<file path="src/rtl/lab6_pipe_reg.sv">
// rtl/lab6_pipe_reg.sv - valid/ready register pipeline with bubble collapse
// Optional synchronous flush input clr is compiled in when LAB6_PIPE_CLR_EN is defined.
module lab6_pipe_reg #(
  parameter int WIDTH = 8,
  parameter int DEPTH = 4
) (
  input  logic                         clk,
  input  logic                         rstn,
`ifdef LAB6_PIPE_CLR_EN
  input  logic                         clr,
`endif
  input  logic                         in_valid,
  input  logic [WIDTH-1:0]             in_data,
  output logic                         in_ready,
  output logic                         out_valid,
  output logic [WIDTH-1:0]             out_data,
  input  logic                         out_ready,
  output logic [$clog2(DEPTH+1)-1:0]   count,
  output logic                         empty,
  output logic                         full
);

  localparam int CW = $clog2(DEPTH+1);

  logic [DEPTH-1:0] v;
  logic [DEPTH-1:0] r;
  logic [WIDTH-1:0] d [DEPTH];
  logic             flush;
  logic             accept;
  logic             drain;
  logic             chain;

`ifdef LAB6_PIPE_CLR_EN
  assign flush = clr;
`else
  assign flush = 1'b0;
`endif

  // A stage is ready if it or any stage downstream of it has a hole, or the sink takes a beat.
  always_comb begin
    chain = out_ready;
    r     = '0;
    for (int i = DEPTH-1; i >= 0; i--) begin
      chain = chain || !v[i];
      r[i]  = chain;
    end
  end

  assign in_ready  = r[0] && !flush;
  assign accept    = in_valid && in_ready;
  assign out_valid = v[DEPTH-1];
  assign out_data  = d[DEPTH-1];
  assign drain     = out_valid && out_ready;
  assign empty     = (count == '0);
  assign full      = (count == CW'(DEPTH));

  always_ff @(posedge clk or negedge rstn) begin
    if (!rstn) begin
      v     <= '0;
      count <= '0;
      for (int i = 0; i < DEPTH; i++) d[i] <= '0;
    end else if (flush) begin
      v     <= '0;
      count <= '0;
    end else begin
      if (r[0]) begin
        v[0] <= accept;
        if (accept) d[0] <= in_data;
      end
      for (int i = 1; i < DEPTH; i++) begin
        if (r[i]) begin
          v[i] <= v[i-1];
          if (v[i-1]) d[i] <= d[i-1];
        end
      end
      count <= count + CW'(accept) - CW'(drain);
    end
  end

endmodule

</file>
<file path="config.mk">
export PLATFORM = sky130hd
export DESIGN_NAME = lab6_pipe_reg
export DESIGN_NICKNAME = d
export VERILOG_FILES = /design/src/rtl/lab6_pipe_reg.sv
export SDC_FILE = /design/constraint.sdc
export NUM_CORES = 1
export LEC_CHECK = 0
export BUFFER_PORTS_ARGS = -buffer_cell sky130_fd_sc_hd__buf_2
export CAP_MARGIN = 40
export CORE_UTILIZATION = 49
export DETAILED_ROUTE_END_ITERATION = 6
export PLACE_DENSITY = 0.8
export SYNTH_ARGS = -nofsm -noshare
export SYNTH_HDL_FRONTEND = slang
export SYNTH_SLANG_ARGS = --single-unit
</file>
<file path="constraint.sdc">
create_clock -name clk -period 1.71 [get_ports clk]
set_input_delay 0.0855 -clock clk [delete_from_list [all_inputs] [get_ports clk]]
set_output_delay 0.0855 -clock clk [all_outputs]
set_load 0.1 [all_outputs]
</file>
After elaboration in Yosys (flattened, before gate mapping) --
Index checks and enable logic that the tools add are counted. W data, S select, Z words.
Word-level totals: output and inout port bits 15, memories kept 0, memory bits (read-only) 0, flip-flop bits (word level) 39, latch bits 0, memory bits (writable) 0, input port bits 12, logic and storage cells 27
Operators by class: divide/modulo/power cells 0, reduce and logical (&&, ||, !) cells 15, multiply operators 0, equality and inequality tests 1, mux-type cells 0, shifts and indexed selects 0, order comparisons 0, add/sub/neg operators 2, bitwise gates (word level) 0
Operators by type and width (number):
- $reduce_and A2 Y1 | 4
- $logic_not A1 Y1 | 4
- $logic_or A1 B1 Y1 | 4
- $add A3 B1 Y3 | 1
- $eq A3 B3 Y1 const B | 1
- $logic_not A3 Y1 | 1
- $sub A3 B1 Y3 | 1
- $logic_and A1 B1 Y1 | 2

Depth between registers and ports, before layout --
depth in word-level cells 8, mapped depth 8, gate-level depth less buffers 8

Worst setup path after synthesis --
No wires, ideal clock.
path kind register to output, from reg count[2], to out full, cell stages (with the launch flop) 2, path buffers 0, slack -1.629 ns, required time 1.624 ns, data arrival time 3.253 ns, path through dfrtp_1 > nor3b_1
Between the ends: cells in the longest elaborated chain, start to end 1
Ends and longest elaborated chain:
- from (decl) | RTL line 18 | output logic [$clog2(DEPTH+1)-1:0] count,
- from (signal assigned) | RTL line 76 | count <= count + CW'(accept) - CW'(drain);
- $eq A3 B3 Y1 | RTL line 55 | assign full = (count == CW'(DEPTH));
- to (decl) | RTL line 20 | output logic full
No other way between the ends.

Final worst setup path --
from reg v[3], to reg count[1]
Between the ends: cells in the longest elaborated chain, start to end 8, elaborated cells between the ends (all ways) 9, those cells by class add/sub: 2; reduce/logical: 7
Ends and longest elaborated chain:
- from (decl) | RTL line 25 | logic [DEPTH-1:0] v;
- from (signal, indexed assignment) | RTL line 72 | v[i] <= v[i-1];
- $logic_not A1 Y1 | RTL line 44 | chain = chain || !v[i];
- $logic_or A1 B1 Y1 (4 in a row) | RTL line 44
- $logic_and A1 B1 Y1 | RTL line 50 | assign accept = in_valid && in_ready;
- $add A3 B1 Y3 | RTL line 76
- $sub A3 B1 Y3 (*) | RTL line 76
Mark *: on every way between the ends. The rest lies on a longest branch, timed or not. A chain may end at the register's enable or synchronous reset.

==> summary.txt <==
Setup path
  – CP required: 1.96 ns
  – Worst-path fanout max: 3
  – CP startpoint kind: flip-flop
  – Worst setup path class: flip-flop to flip-flop
  – R2R Path Start: v[3]$_DFFE_PN0P_
  – R2R cell count: 8
  – R2r setup slk: -0.14 ns
  – Worst r2r dst: count[1]$_DFF_PN0_
  – Crit path DAT: 2.09 ns
  – CP Capture Type: flip-flop

Drt
  – DRT Pass-1 Iters: 2
  – Drt total wl: 2.52 mm
  – DRC Markers: 0
  – Via count: 910
  – First-iteration detailed-routing DRC count: 24
  – Wire per inst: 13.2 um
  – DR vias/cell: 4.79
  – Post-route ant nets: 0

STA
  – Setup WS post-layout: -0.136 ns
  – Max Slew Vio Count: 0
  – Final Skew: 0.00529 ns
  – Slew Limit Headroom: 44.7%
  – Max frequency: 542 MHz
  – Final setup violation count: 2
  – Min Tclk post-route: 1.85 ns
  – Hold Fails Final Rpt: 0
  – TNS Setup: -0.190 ns
  – Fin crit share: 108%
  – Slew @ Worst Pin: 0.829 ns
  – RSZ-0062 raised after global routing: true

Die
  – # rows: 20
  – Core Area: 3050 um^2
  – IO Pins: 27
  – Initial core utilization: 52.0%
  – Die width: 58.9 um
  – DIE AREA: 3470 um^2
  – Die height: 58.9 um

Global routing
  – Grt total ovfl: 0
  – Largest net degree at the start of global routing: 40
  – Antenna violations before repair: 0
  – Number of global-route vias before repair: 923
  – GRT Util Overall: 16.7%
  – First-pass GRT wire length: 4.10 mm

Logic synthesis
  – Post-synth net total: 118
  – Area of the mapped netlist: 1590 um^2
  – Ys Warns: 0
  – Post-synthesis register bit count: 39
  – Cell count after synthesis: 103
  – Synth unique cells: 17
  – Share of the yosys chip area belonging to registers: 61.4%
  – Syn_area_per_cell: 15.4 um^2
  – Post-synth top area share: 61.4%
  – Synth area leaders: dfrtp_1 (61%), mux2_2 (23%), buf_4 (3.8%)
  – Cell taking the most area after synthesis: dfrtp_1

Hold path
  – Hold Path Origin: out_ready
  – Hold Path Class: input pin to flip-flop
  – Hold endpoint: v[3]$_DFFE_PN0P_
  – Hold Crit Depth: 3

Cells and area
  – Fraction of layout cells with a size suffix above 1: 60.3%
  – Commonest cells after routing, fill and taps aside: dfrtp_1 (35), mux2_2 (32), buf_2 (25)
  – Syn-to-layout area delta: 28.7%
  – N_diodes: 0
  – Most common cell after layout, fill and taps aside: dfrtp_1
  – Final #Nets: 160
  – Post-layout util: 67.0%
  – Finished Cell Area: 2050 um^2

Placed design
  – Port Buf Inserts: 26
  – Placer Congestion: 0.728
  – Placed cell area: 1780 um^2
  – DP Worst Slack: -0.0809 ns
  – Post-detail-place hpwl: 1.62 mm

Clock tree
  – Inserted Clock Buffers: 5
  – Sink Count: 39
  – Clock latency at the later pin of the worst-skew pair: 0.34 ns
  – CTS tree: built
  – Clk root buf: clkbuf_4
  – CTS max path bufs: 2
  – Worst-path clk slew: 0.10 ns
  – H-tree levels: 2

Outcome
  – Status: finished, violations left
  – Violations in the final reports: setup timing

Flow run
  – Max_cap viols: 0
sequential cells by signal (all words and copies together), names as in the netlist:
| register | flops |
|---|---|
| v | 4 |
| out_data | 8 |
| d | 24 |
| count | 3 |
per-layer routing:
metal | vias to the layer above | wire length [um] | share of wire [%] | global-route usage [%]
li1 | 432 | - | - | -
met1 | 446 | 1100 | 44 | 19.0
met2 | 25 | 1220 | 48 | 26.6
met3 | 7 | 143 | 5.7 | 7.03
met4 | 0 | 53 | 2.1 | 8.84
met5 | - | 0 | 0 | 0
layout make-up:
type / count / area (um^2)
clock buffer: 6 / 41.3
fill: 230 / 1010
clock inverter: 2 / 60.1
tap: 44 / 55.1
multi-input combinational: 52 / 593
sequential: 39 / 983
timing repair buffer: 43 / 298
inverter: 4 / 15.0
stage by stage:
step	std cells	hold WS (ns)
floorplan	103	-0.210
global placement	170	0.214
detailed placement	170	0.226
CTS	188	0.0491
global route	190	0.0834
finish	190	0.0769
critical path: stages, from the launching register on:
cell      delay (ns)
dfrtp_4         0.46
nand4b_4        0.12
o21ai_4         0.19
ha_4            0.22
inv_2           0.06
ha_4            0.12
inv_2           0.04
fa_2            0.52
inv_1           0.04
worst max path at each step:
stage          cells after the start        startpoint            endpoint
6_report                           8  v[3]$_DFFE_PN0P_  count[1]$_DFF_PN0_
4_1_cts                            8  v[3]$_DFFE_PN0P_  count[2]$_DFF_PN0_
3_5_place_dp                       8  v[3]$_DFFE_PN0P_  count[2]$_DFF_PN0_
5_1_grt                            8  v[3]$_DFFE_PN0P_  count[1]$_DFF_PN0_
2_1_floorplan                      8  v[3]$_DFFE_PN0P_  count[2]$_DFF_PN0_
3_3_place_gp                       8  v[3]$_DFFE_PN0P_  count[2]$_DFF_PN0_
synthesized netlist by cell type:
master	number
ha_1	2
nand2b_1	4
nand2_1	3
and2_1	1
mux2_2	32
nor3b_1	1
fa_1	1
nor3_1	1
buf_4	8
dfrtp_1	39
inv_1	4
xnor2_1	2
nand3b_1	1
nand2_2	1
o21ai_4	1
or2_2	1
nand4b_4	1
what timing repair did:
item	in CTS	in global routing
gates resized for setup	1	11
hold endpoints to repair	48	0
endpoints found under the setup margin	3	3
buffers inserted	0	2
pin swaps	0	2
hold buffers	10	0
kinds of logic (layout without fill, tap and decap cells):
| logic type | count (synthesis) | count (layout) | share of synthesized area, % |
|---|---|---|---|
| simple gates | 14 | 14 | 6.22 |
| fa+ha+maj | 3 | 3 | 2.83 |
| compound gates | 1 | 1 | 1.02 |
| mux | 32 | 32 | 22.7 |
| xor+xnor | 2 | 2 | 1.10 |
| flops | 39 | 39 | 61.4 |
| buf+inv | 12 | 55 | 4.72 |
Power is left out: the tool's default activity adds up to more than one toggle a clock period on the data nets, which glitch-free logic cannot reach.
